File: config.mk
export PLATFORM = sky130hd
export DESIGN_NAME = msx_mouse_port_flat
export DESIGN_NICKNAME = d
export VERILOG_FILES = /design/src/rtl/msx_mouse_pkg.sv /design/src/rtl/msx_mouse_port_if.sv /design/src/rtl/msx_mouse_port.sv /design/src/flat_wrapper.sv
export SDC_FILE = /design/constraint.sdc
export NUM_CORES = 1
export LEC_CHECK = 0
export ABC_AREA = 1
export ABC_CLOCK_PERIOD_IN_PS = 1800
export BUFFER_PORTS_ARGS = -buffer_cell sky130_fd_sc_hd__buf_2
export CAP_MARGIN = 20
export CELL_PAD_IN_SITES_DETAIL_PLACEMENT = 2
export CELL_PAD_IN_SITES_GLOBAL_PLACEMENT = 2
export CORE_MARGIN = 2
export CORE_UTILIZATION = 30
export DETAILED_ROUTE_END_ITERATION = 10
export PLACE_DENSITY = 0.85
export REMOVE_ABC_BUFFERS = 1
export SLEW_MARGIN = 20
export SYNTH_ARGS = -nofsm -noshare
export SYNTH_HDL_FRONTEND = slang
export SYNTH_SLANG_ARGS = --single-unit
File: constraint.sdc
create_clock -name clk_sys -period 1.8 [get_ports clk_sys]
set_clock_uncertainty 0.05 [all_clocks]
set_input_delay 0.36 -clock clk_sys [delete_from_list [all_inputs] [get_ports clk_sys]]
set_output_delay 0.36 -clock clk_sys [all_outputs]
set_load 0.05 [all_outputs]
File: src/rtl/msx_mouse_pkg.sv
// Shared types and helpers for the MSX mouse port adapter.
// Holds the read-sequence states, the idle pin pattern and the 8-bit saturating clamp.
package msx_mouse_pkg;

    typedef enum logic [1:0] {
        S_XH = 2'd0,
        S_XL = 2'd1,
        S_YH = 2'd2,
        S_YL = 2'd3
    } mouse_state_t;

    localparam logic [5:0] IDLE_PINS = 6'h3F;

    // Clamp a 10-bit signed sum into the MSX 8-bit motion range.
    function automatic logic [7:0] sat8(input logic signed [9:0] v);
        if (v > 10'sd127)
            return 8'h7F;
        else if (v < -10'sd128)
            return 8'h80;
        else
            return v[7:0];
    endfunction

endpackage

File: src/rtl/msx_mouse_port_if.sv
// Host-side mouse report inputs, joystick/strobe pins and the port A drive outputs.
// The master side feeds reports and strobes; the slave side is the adapter.
interface msx_mouse_port_if;
    logic signed [8:0] mouse_x;
    logic signed [8:0] mouse_y;
    logic [1:0]        mouse_btn;
    logic              mouse_strobe;
    logic              joy_active;
    logic              stra;
    logic              mouse_en;
    logic [5:0]        port_out;

    modport master (
        output mouse_x, mouse_y, mouse_btn, mouse_strobe, joy_active, stra,
        input  mouse_en, port_out
    );

    modport slave (
        input  mouse_x, mouse_y, mouse_btn, mouse_strobe, joy_active, stra,
        output mouse_en, port_out
    );
endinterface

File: src/rtl/msx_mouse_port.sv
// PS/2-style mouse reports to MSX mouse nibble protocol on joystick port A.
// Motion is accumulated with saturation and served as XH,XL,YH,YL nibbles on pin-8 toggles.
module msx_mouse_port
    import msx_mouse_pkg::*;
#(
    parameter int TIMEOUT_CYC = 100000,
    parameter int CNT_W       = 18
) (
    input  logic                clk_sys,
    input  logic                reset,
    msx_mouse_port_if.slave     bus
);

    localparam logic [CNT_W-1:0] TMO_LOAD = CNT_W'(TIMEOUT_CYC);
    localparam logic [CNT_W-1:0] TMO_LAST = CNT_W'(1);

    mouse_state_t     state_q, state_d;
    logic             en_q, en_d;
    logic [5:0]       pins_q, pins_d;
    logic [7:0]       acc_x_q, acc_x_d, acc_y_q, acc_y_d;
    logic [7:0]       lat_x_q, lat_x_d, lat_y_q, lat_y_d;
    logic [CNT_W-1:0] timer_q, timer_d;
    logic             stra_d;

    logic [7:0]       sum_x, sum_y;
    logic             stra_edge;
    logic             idle;

    // X is inverted: host +right maps to MSX negative X motion.
    always_comb begin
        sum_x = acc_x_q;
        sum_y = acc_y_q;
        if (bus.mouse_strobe) begin
            sum_x = sat8({{2{acc_x_q[7]}}, acc_x_q} - {bus.mouse_x[8], bus.mouse_x});
            sum_y = sat8({{2{acc_y_q[7]}}, acc_y_q} + {bus.mouse_y[8], bus.mouse_y});
        end
    end

    assign stra_edge = bus.stra ^ stra_d;
    // Joystick activity only releases the port when no report arrives in the same cycle.
    assign idle      = !en_q || (bus.joy_active && !bus.mouse_strobe);

    always_comb begin
        en_d    = en_q;
        pins_d  = pins_q;
        state_d = state_q;
        acc_x_d = sum_x;
        acc_y_d = sum_y;
        lat_x_d = lat_x_q;
        lat_y_d = lat_y_q;
        timer_d = timer_q;

        if (bus.mouse_strobe)
            en_d = 1'b1;
        else if (bus.joy_active)
            en_d = 1'b0;

        if (idle) begin
            pins_d  = IDLE_PINS;
            state_d = S_XH;
            timer_d = '0;
            if (!bus.mouse_strobe) begin
                acc_x_d = '0;
                acc_y_d = '0;
            end
        end else begin
            pins_d[5:4] = ~bus.mouse_btn;
            if (stra_edge) begin
                timer_d = TMO_LOAD;
                unique case (state_q)
                    S_XH: begin
                        lat_x_d     = sum_x;
                        lat_y_d     = sum_y;
                        acc_x_d     = '0;
                        acc_y_d     = '0;
                        pins_d[3:0] = sum_x[7:4];
                        state_d     = S_XL;
                    end
                    S_XL: begin
                        pins_d[3:0] = lat_x_q[3:0];
                        state_d     = S_YH;
                    end
                    S_YH: begin
                        pins_d[3:0] = lat_y_q[7:4];
                        state_d     = S_YL;
                    end
                    S_YL: begin
                        pins_d[3:0] = lat_y_q[3:0];
                        state_d     = S_XH;
                    end
                endcase
            end else if (timer_q != '0) begin
                timer_d = timer_q - 1'b1;
                if (timer_q == TMO_LAST)
                    state_d = S_XH;
            end
        end
    end

    always_ff @(posedge clk_sys) begin
        if (reset) begin
            en_q    <= 1'b0;
            pins_q  <= IDLE_PINS;
            state_q <= S_XH;
            acc_x_q <= '0;
            acc_y_q <= '0;
            lat_x_q <= '0;
            lat_y_q <= '0;
            timer_q <= '0;
            stra_d  <= 1'b0;
        end else begin
            en_q    <= en_d;
            pins_q  <= pins_d;
            state_q <= state_d;
            acc_x_q <= acc_x_d;
            acc_y_q <= acc_y_d;
            lat_x_q <= lat_x_d;
            lat_y_q <= lat_y_d;
            timer_q <= timer_d;
            stra_d  <= bus.stra;
        end
    end

    assign bus.mouse_en = en_q;
    assign bus.port_out = pins_q;

endmodule
File: src/flat_wrapper.sv
// flat-port wrapper written by rule: the top's interface ports become plain ports
module msx_mouse_port_flat import msx_mouse_pkg::*;
#(
    parameter int TIMEOUT_CYC = 100000,
    parameter int CNT_W       = 18
)
  (clk_sys, reset, bus_mouse_x, bus_mouse_y, bus_mouse_btn, bus_mouse_strobe, bus_joy_active, bus_stra, bus_mouse_en, bus_port_out);
  msx_mouse_port_if bus_i ();
  input  logic clk_sys;
  input  logic reset;
  input wire logic [$bits(bus_i.mouse_x)-1:0] bus_mouse_x;
  input wire logic [$bits(bus_i.mouse_y)-1:0] bus_mouse_y;
  input wire logic [$bits(bus_i.mouse_btn)-1:0] bus_mouse_btn;
  input wire logic [$bits(bus_i.mouse_strobe)-1:0] bus_mouse_strobe;
  input wire logic [$bits(bus_i.joy_active)-1:0] bus_joy_active;
  input wire logic [$bits(bus_i.stra)-1:0] bus_stra;
  output wire logic [$bits(bus_i.mouse_en)-1:0] bus_mouse_en;
  output wire logic [$bits(bus_i.port_out)-1:0] bus_port_out;
  assign bus_i.mouse_x = bus_mouse_x;
  assign bus_i.mouse_y = bus_mouse_y;
  assign bus_i.mouse_btn = bus_mouse_btn;
  assign bus_i.mouse_strobe = bus_mouse_strobe;
  assign bus_i.joy_active = bus_joy_active;
  assign bus_i.stra = bus_stra;
  assign bus_mouse_en = bus_i.mouse_en;
  assign bus_port_out = bus_i.port_out;
  msx_mouse_port #(.TIMEOUT_CYC(TIMEOUT_CYC), .CNT_W(CNT_W)) u_core (.clk_sys(clk_sys), .reset(reset), .bus(bus_i));
endmodule
==> results of run 1 <==
[timing repair]
action                                  in CTS  in global routing
endpoints found under the setup margin      43                 52
resized for setup                          126                104
setup buffers                                2                 13
pin swaps                                   29                 37
cloned                                       1                  0
[worst max-delay path, cell delays in order (launching register included)]
cell     delay, ps
dfxtp_2        340
inv_2           60
ha_4           170
fa_2           360
inv_2           80
nand2_2         70
nand2_4         90
nand3_4         90
nand2_2         80
nand2_1         70
nand2_1         90
nand2_2        110
a21oi_2        140
nand2_1         80
nand2_2         70
nand2_1         60
nand2_1         80
nand2_1        110
[cells by family (layout without fill, tap and decap cells)]
| kind of cell | count (synthesis) | in the layout |
|---|---|---|
| fa+ha+maj | 27 | 27 |
| buf+inv | 91 | 202 |
| flops | 56 | 56 |
| simple gates | 303 | 304 |
| xor+xnor | 15 | 15 |
| compound gates | 74 | 74 |
[per-layer routing]
metal | wire length [µm] | GRT usage [%] | vias up
li1 | - | - | 2046
met1 | 8130 | 29.7 | 2268
met2 | 11300 | 52.6 | 135
met3 | 954 | 4.60 | 92
met4 | 1500 | 15.3 | 0
met5 | 0 | 0 | -
[state kept, by name, indices dropped and copies added (netlist names)]
register             cells
u_core.stra_d            1
u_core.acc_y_q           8
u_core.bus.mouse_en      1
u_core.timer_q          18
u_core.lat_x_q           4
u_core.lat_y_q           8
u_core.bus.port_out      6
u_core.acc_x_q           8
u_core.state_q           2
[cell type report]
cell class / count / share of cell area, %
inverters: 82 / 5.49
multi-input cells: 420 / 54.8
clock buffers: 5 / 2.17
clock inverters: 3 / 0.434
well taps: 168 / 3.65
flip-flops and latches: 56 / 20.0
repair buffers: 112 / 13.4
[power groups by stage]
stage	clock network (mW)	registers, mW	logic [mW]
5_1_grt	1.15	1.48	3.01
2_1_floorplan	0	1.45	1.08
6_report	1.09	1.48	2.86
3_3_place_gp	0	1.44	1.70
3_5_place_dp	0	1.45	1.86
4_1_cts	1.07	1.45	2.25
[path summary, 6_finish.rpt]
check / from / endpoint / slack, ps / depth (start not counted)
setup / recovery: u_core.acc_x_q[0] / u_core.bus.port_out[0] / -510 / 17
hold / removal: bus_mouse_btn[0] / u_core.bus.port_out[4] / 150 / 2
setup reg to reg: u_core.acc_x_q[0] / u_core.bus.port_out[0] / -510 / 17
hold reg to reg: u_core.lat_y_q[5] / u_core.lat_y_q[5] / 470 / 2
[stage by stage]
| stage | worst slack (ps) | instance area [µm²] |
|---|---|---|
| after floorplan | -243 | 3680 |
| after global placement | -415 | 4540 |
| after detailed placement | -559 | 4540 |
| after CTS | -311 | 5290 |
| after global routing | -569 | 5760 |
| final | -513 | 5760 |
[placed cells by master (no fill, tap or decap), types with 3 or more instances in the layout]
| cell type | n |
|---|---|
| o21ai_1 | 3 |
| buf_4 | 78 |
| inv_1 | 68 |
| inv_2 | 11 |
| clkbuf_16 | 5 |
| ha_4 | 15 |
| nand3_4 | 10 |
| dfxtp_1 | 37 |
| a31oi_1 | 6 |
| nor2_4 | 9 |
| nand4_4 | 3 |
| nor2_1 | 37 |
| ha_1 | 9 |
| nor3_2 | 3 |
| buf_6 | 3 |
| nor3_1 | 3 |
| buf_2 | 31 |
| a21oi_1 | 29 |
| a21oi_2 | 16 |
| nand2_1 | 101 |
| nand2_4 | 10 |
| o21ai_0 | 11 |
| nand3_2 | 28 |
| nand2_2 | 47 |
| nand3_1 | 22 |
| nor2_2 | 11 |
| or2_2 | 4 |
| dfxtp_2 | 16 |
| nand4_1 | 5 |
| xor2_1 | 9 |
| xnor2_1 | 4 |
| dfxtp_4 | 3 |
==> qor.yml, run 1 <==
synthTopCellsByCount: "nand2_1, inv_1, nand3_1"
post-dp-hpwl_um: 11800
layout-drive-gt1-share_pct: 48.2
crit_fanout: 3
hold_path.class: "in2reg"
antenna_found_initial: 0
clock_power_share_pct: 20.0
yosys_warnings: 0
relSlewSlack_pct: 55.8
core_area_mm2: 0.0121
die_y_um: 115
synth-compound-area-share_pct: 10.7
vdd_drop_max_mv: 0.621
async_reset_ff_share_pct: 0
setup_ws_ps: -513
synth_top_family_by_area: "simple AND/OR/NAND/NOR gates"
syn_to_final_growth_pct: 54.7
drc: 0
crit_path_end_kind: "flip-flop"
synth_cells: 566
via_per_inst: 5.37
dieArea_mm2: 0.0133
synth_fa_ha_area_share_pct: 9.47
switching_share_pct: 44.9
die_w_um: 115
slew_viol_final: 0
outcome: "complete, but fails checks"
yosysMostFrequentCell: "nand2_1"
seq_area_mm2: 0.00115
multi_input_area_mm2: 0.00316
clock-sinks: 56
track_usage_pct: 28.0
power.internal_mw: 2.99
dr.pass1.iters: 4
p_leak_nw: 2.75
cts.path.max_buffers: 2
violations: "negative setup slack"
netlist_area_mm2: 0.00372
synth_cell_types: 38
antenna_left: 0
clk_latency_ps: 330
via_count: 4541
synth-simple-area-share_pct: 36.6
worst_pin_slew_ps: 660
finalNonFillerCells: 846
cap_violations: 0
cts-buffers-inserted: 5
place.gp.congestion: 0.920
period_share_pct: 129
avgSynthCellArea_um2: 6.58
finalSetupViolCount: 43
p_per_area_mw_per_mm2: 942
cts-root-buf: "clkbuf_16"
worst_setup_path_start_kind: "flip-flop"
wl_per_cell_um: 25.9
n_fill_cell: 1339
worst-setup-path-type: "reg2reg"
drt-initial-drc-count: 209
grt_pass1_vias: 5148
port-buffer-count: 31
seq_power_share_pct: 27.2
yosysSeqAreaShare_pct: 30.1
fmax_mhz: 432
finalWorstPathRequiredPeriod_ps: 2310
timing.setup.tns_ps: -12140
antenna_cells: 0
wl_um: 21900
synth_edf_count: 0
synth_xor_area_share_pct: 3.53
pin_count: 32
synthTopCellsByArea: "dfxtp_1, nand2_1, ha_1, inv_1, nand3_1"
final_util_pct: 47.8
cts.htree.levels: 2
critical_path_arrival_ps: 2460
cts_tree: "built"
whs_ps: 145
clk_transition_reported_paths_ps: 80
cts_hold_buffers: 0
synth-main-ff-cell: "dfxtp_1"
nNetsFinal: 729
ys_seq_elements: 56
start_util_pct: 30.9
grt_max_degree: 21
rsz0062_at_grt: "true"
place_inst: 822
grt_pass1_wl_um: 28300
overflow: 0
required_ps: 1950
comb_power_share_pct: 52.8
yosys.area.top_type_share_pct: 30.1
rows: 40
yosysTopAreaCell: "dfxtp_1"
muxShareOfSynthArea_pct: 0
p_switching_mw: 2.44
hold_viol_final: 0
power.total_mw: 5.43
No activity file was read; power rests on OpenSTA's default activity.
==> run 2, diff against run 1 <==
ABC_CLOCK_PERIOD_IN_PS = 2400   (was 1800)
CORE_UTILIZATION = 33   (was 30)
PLACE_DENSITY = 0.89   (was 0.85)
clock period = 2.4 ns   (was 1.8 ns; I/O delays follow)
==> qor.yml, run 2 (synthesized netlist as in run 1, its figures left out) <==
outcome: "finished, final reports clean"
place_area_mm2: 0.00412  # -9.2%
setup_ws_ps: 55.2  # +568 ps
cts.path.max_buffers: 2  # unchanged
rows: 38  # -5.0%
grt_pass1_wl_um: 22100  # -22%
critical_path_arrival_ps: 2560  # +100 ps
vdd_drop_max_mv: 0.300  # -52%
finalSetupViolCount: 0  # -100%
critPathSlowestCell: "fa_2"
drt-initial-drc-count: 144  # -31%
p_leak_nw: 2.22  # -19%
wl_per_cell_um: 18.9  # -27%
drc: 0  # unchanged
cts-buffers-inserted: 5  # unchanged
crit_fanout: 5  # +2
regMostFlops: "u_core.timer_q"
clk_latency_ps: 320  # about the same
clock-sinks: 56  # unchanged
grt_max_degree: 21  # unchanged
period_share_pct: 97.7  # -31 points
via_count: 3978  # -12%
dieArea_mm2: 0.0122  # -8.8%
timing.setup.tns_ps: 0  # +12140 ps
pin_count: 32  # unchanged
cts.htree.levels: 2  # unchanged
cts-root-buf: "clkbuf_16"
syn_to_final_growth_pct: 15.6
worst-setup-path-type: "reg2reg"
layout-drive-gt1-share_pct: 14.2  # -34 points
largest_reg_flops: 18  # unchanged
worst_pin_slew_ps: 769  # +110 ps
fmax_mhz: 426  # -1.4%
crit_buf_inv: 3  # +1
relSlewSlack_pct: 48.7  # -7.1 points
postLayoutCellArea_mm2: 0.00430  # -25%
slew_viol_final: 0  # unchanged
antenna_cells: 0  # unchanged
crit_path_end_kind: "flip-flop"
die_w_um: 110  # -4.5%
place.gp.congestion: 0.862  # -6.3%
required_ps: 2610  # +660 ps
core_area_mm2: 0.0109  # -9.3%
worst_setup_path_start_kind: "flip-flop"
hold_path.class: "in2reg"
cpLargestDelayFamily: "simple AND/OR/NAND/NOR gates"
start_util_pct: 34.1  # +3.2 points
cts_tree: "built"
grt_pass1_vias: 4417  # -14%
track_usage_pct: 23.9  # -4.2 points
antenna_left: 0  # unchanged
n_fill_cell: 1323  # -1.2%
port-buffer-count: 31  # unchanged
post-dp-hpwl_um: 10400  # -12%
pre_cts_slack_ps: -107  # +452 ps
p_per_area_mw_per_mm2: 723  # -23%
overflow: 0  # unchanged
whs_ps: 265  # +119 ps
cts_hold_buffers: 0  # unchanged
via_per_inst: 5.28  # -1.6%
clk_transition_reported_paths_ps: 90  # about the same
finalWorstPathRequiredPeriod_ps: 2340  # +31.8 ps
hold_viol_final: 0  # unchanged
cap_violations: 0  # unchanged
critPathMaxStageDelay_ps: 350  # about the same
dr.pass1.iters: 4  # unchanged
wl_um: 14300  # -35%
power.total_mw: 3.11  # -43%
final_cell_mix: "nand2_1, inv_1, nand3_1"
final_common_cell: "nand2_1"
path_cells: "inv_1 > ha_1 > fa_2 > inv_1 > nand2_1 > nand2_2 > nand3_2 > nand2_2 > nand2_1 > nand2_1 > nand2_2 > a21oi_4 > nand2_1 > nand3_1 > nand2_1 > inv_1"
cpMostUsedCell: "nand2_1"
antenna_found_initial: 0  # unchanged
die_y_um: 110  # -4.5%
nNetsFinal: 664  # -8.9%
==> run 2: path summary, 6_finish.rpt <==
path | startpoint | endpoint | slack, ps | cells past startpoint
max | u_core.acc_x_q[0] | u_core.acc_x_q[3] | 60 | 16
min | bus_mouse_btn[0] | u_core.bus.port_out[4] | 260 | 2
max reg2reg | u_core.acc_x_q[0] | u_core.acc_x_q[3] | 60 | 16
min reg2reg | u_core.lat_y_q[6] | u_core.lat_y_q[6] | 410 | 2
==> run 2: cell type report <==
cell class / count / area [µm²] / area share, %
repair buffers: 48 / 283 / 6.57
flip-flops and latches: 56 / 1120 / 26.0
clock inverters: 3 / 22.5 / 0.523
well taps: 140 / 175 / 4.07
clock buffers: 5 / 125 / 2.91
inverters: 82 / 308 / 7.15
multi-input cells: 419 / 2270 / 52.7
==> run 2: worst reg2reg max path, stage by stage, from the launching register on <==
cell and delay [ps]:
dfxtp_1 340, inv_1 80, ha_1 220, fa_2 350, inv_1 70, nand2_1 70
nand2_2 90, nand3_2 90, nand2_2 100, nand2_1 60, nand2_1 90, nand2_2 90
a21oi_4 210, nand2_1 140, nand3_1 110, nand2_1 70, inv_1 60
==> run 2: report_power, final <==
group | total, mW | switching [mW] | internal (mW)
combinational | 1.24 | 0.825 | 0.417
sequential | 1.08 | 0.0751 | 1.00
clock | 0.789 | 0.396 | 0.393
==> run 2: per-stage QoR <==
step / util, % / instances
floorplan: - / 557
global placement: 37.7 / 743
detailed placement: 37.7 / 743
CTS: 39.0 / 751
global route: 39.4 / 753
finish: 39.4 / 753
==> run 2: metal layers <==
metal	track usage (%)	wire length, µm	part of all wire (%)
met3	3.53	451	3.2
met4	10.9	514	3.6
met1	26.5	5860	41
met2	44.5	7440	52
met5	0	0	0
==> run 2: what timing repair did <==
| action | 4_1_cts | 5_1_grt |
|---|---|---|
| resized for setup | 0 | 7 |
| endpoints found under the setup margin | 0 | 12 |
| setup buffers | 0 | 2 |
==> run 3, diff against run 2 <==
ABC_AREA = unset   (was 1)
CORE_UTILIZATION = 36   (was 33)
==> qor.yml, run 3 <==
outcome: "complete, but fails checks"
violations: "negative setup slack"
via_count: 4058  # +2.0%
vdd_drop_max_mv: 0.383  # +28%
p_leak_nw: 2.02  # -9.0%
dieArea_mm2: 0.0107  # -12%
r2r-end: "u_core.lat_y_q[0]"
final_util_pct: 51.5  # +12 points
finalWorstPathRequiredPeriod_ps: 2850  # +504 ps
avgSynthCellArea_um2: 8.28  # +26%
place.gp.congestion: 0.798  # -7.4%
post-dp-hpwl_um: 9430  # -9.0%
via_per_inst: 6.12  # +16%
drc: 0  # unchanged
grt-busiest-layer: "met2"
period_share_pct: 119  # +21 points
finalSetupViolCount: 32  # +32
synth_cells: 430  # -24%
crit_fanout: 5  # unchanged
clk_latency_ps: 330  # about the same
place_inst: 622  # -16%
worst-setup-path-type: "reg2reg"
start_util_pct: 36.8  # +2.7 points
core_area_mm2: 0.00968  # -11%
grt_util_met3_pct: 5.04  # +1.5 points
critPathMaxStageDelay_ps: 360  # about the same
port-buffer-count: 31  # unchanged
overflow: 0  # unchanged
grt_max_degree: 42  # +100%
met2_usage_pct: 56.9  # +12 points
cts-root-buf: "clkbuf_8"
r2r.worst_path.cells: 11  # -5
yosysTopAreaCell: "dfxtp_1"
synthTopCellsByArea: "dfxtp_1, ha_1, a21oi_1, nor2_1, xnor2_1"
required_ps: 2610  # about the same
rows: 36  # -5.3%
hold_viol_final: 0  # unchanged
min_to: "u_core.bus.port_out[4]"
synthTopCellsByCount: "dfxtp_1, nor2_1, a21oi_1"
global_route.usage.met1_pct: 37.2  # +11 points
crit-reg2reg-launch: "u_core.acc_y_q[0]"
cts.path.max_buffers: 2  # unchanged
cts.htree.levels: 2  # unchanged
wl_per_cell_um: 29.7  # +57%
worst_pin_slew_ps: 910  # +141 ps
track_usage_pct: 31.5  # +7.7 points
cap_violations: 0  # unchanged
clock-sinks: 56  # unchanged
p_per_area_mw_per_mm2: 705  # -2.4%
timing.setup.tns_ps: -10400  # -10400 ps
fmax_mhz: 351  # -18%
hp-start: "bus_mouse_btn[0]"
cts_tree: "built"
finalNonFillerCells: 663  # -12%
drt-initial-drc-count: 273  # +90%
r2r_setup_slack_ps: -450  # -500 ps
antenna_found_initial: 1  # +1
power.total_mw: 3.52  # +13%
async_reset_ff_share_pct: 0  # unchanged
yosysMostFrequentCell: "dfxtp_1"
synth-main-ff-cell: "dfxtp_1"
largest_reg_flops: 18  # unchanged
pin_count: 32  # unchanged
hold_path_depth: 2  # unchanged
regMostFlops: "u_core.timer_q"
yosysSeqAreaShare_pct: 31.5  # +1.4 points
final_common_cell: "buf_4"
final_cell_mix: "buf_4, dfxtp_1, nor2_1"
synth_cell_types: 59  # +55%
setup_ws_ps: -448  # -504 ps
grt_pass1_wl_um: 25100  # +13%
crit_path_end_kind: "flip-flop"
critical_path_arrival_ps: 3060  # +500 ps
clk_transition_reported_paths_ps: 110  # +20 ps
layout-drive-gt1-share_pct: 38.6  # +24 points
slew_viol_final: 0  # unchanged
relSlewSlack_pct: 39.1  # -9.6 points
path_cells: "ha_4 > fa_2 > a21o_1 > a211oi_2 > o21a_2 > o21bai_4 > a31o_4 > a211oi_4 > buf_12 > o211ai_1 > a31oi_1"
ys_seq_elements: 56  # unchanged
worst_setup_path_start_kind: "flip-flop"
critPathSlowestCell: "dfxtp_2"
hold_path.class: "in2reg"
synth_edf_count: 0  # unchanged
dr.pass1.iters: 5  # +1
die_y_um: 103  # -6.2%
grt_pass1_vias: 4272  # -3.3%
cts-buffers-inserted: 5  # unchanged
antenna_left: 0  # unchanged
rsz0062_at_grt: "true"
syn_to_final_growth_pct: 40.1
yosys_warnings: 0  # unchanged
die_w_um: 103  # -6.2%
nNetsFinal: 580  # -13%
wl_um: 19700  # +38%
netlist_area_mm2: 0.00356  # -4.4%
yosys.area.top_type_share_pct: 31.5  # +1.4 points
run 3: cell count changes in the layout (fill, tap and decap cells not counted), moves of 14 or more:
cell	previous run	this run
nand2_1	150	26
nand2b_1	0	17
a21oi_1	44	26
inv_1	80	19
nand3_1	57	10
buf_4	17	71
nor2_1	54	40
run 3: worst max-delay path, delay by kind of cell (launching register included):
| family | cells | cell delay (ps) |
|---|---|---|
| adder cells (fa/ha/maj) | 2 | 500 |
| buffers and inverters | 1 | 190 |
| AO/OA/AOI/OAI | 8 | 1680 |
| flip-flops | 1 | 360 |
run 3: per-stage QoR:
stage | hold slack (ps) | instance area [µm²] | worst slack, ps
final | 278 | 4990 | -448
after global routing | 278 | 4990 | -507
after CTS | 252 | 4700 | -286
after detailed placement | 431 | 4170 | -839
after global placement | 411 | 4170 | -655
after floorplan | 383 | 3470 | -401
run 3: cells by family (layout without fill, tap and decap cells):
family	Yosys count	after routing	synth area share [%]
and+or+nand+nor	163	163	24.5
AOI/OAI and AO/OA	120	121	23.2
DFF	56	56	31.5
buffers and inverters	39	137	4.60
adders and majority gates	27	27	9.91
xor gates and xnor gates	22	22	5.41
muxes	3	3	0.844
other	0	1	0
run 3: where the power goes:
part | internal [mW] | switching (mW) | leakage [nW]
combinational | 0.804 | 1.05 | 1.51
sequential | 0.997 | 0.0739 | 0.459
clock | 0.233 | 0.360 | 0.0510
run 3: area by class of cell:
class	instances	area [µm²]
Antenna cell	1	2.50
Clock buffer	6	82.6
Clock inverter	2	10.0
Fill cell	1010	4700
Inverter	21	78.8
Multi-Input combinational cell	336	2750
Sequential cell	56	1130
Tap cell	133	166
Timing Repair Buffer	108	773
run 3: what timing repair did:
item	CTS	global route
resized for setup	63	48
setup buffers	20	14
pin swaps	27	29
hold buffers	0	0
gates cloned	1	1
endpoints found under the setup margin	34	43
endpoints found under the hold margin	0	0
run 3: worst max-delay path by stage:
stage | startpoint | end | depth (start not counted)
after global routing | u_core.acc_x_q[3] | u_core.lat_x_q[2] | 10
after floorplan | bus_mouse_y[0] | u_core.acc_y_q[4] | 10
final | u_core.acc_y_q[0] | u_core.lat_y_q[0] | 11
after global placement | bus_mouse_y[0] | u_core.lat_y_q[0] | 12
after detailed placement | bus_mouse_y[0] | u_core.acc_y_q[4] | 12
after CTS | u_core.acc_y_q[0] | u_core.lat_y_q[0] | 11
run 3: layer usage:
metal | vias up | wire length [µm]
met5 | - | 0
met4 | 0 | 1070
met3 | 88 | 981
met2 | 190 | 10100
met1 | 2044 | 7540
li1 | 1736 | -
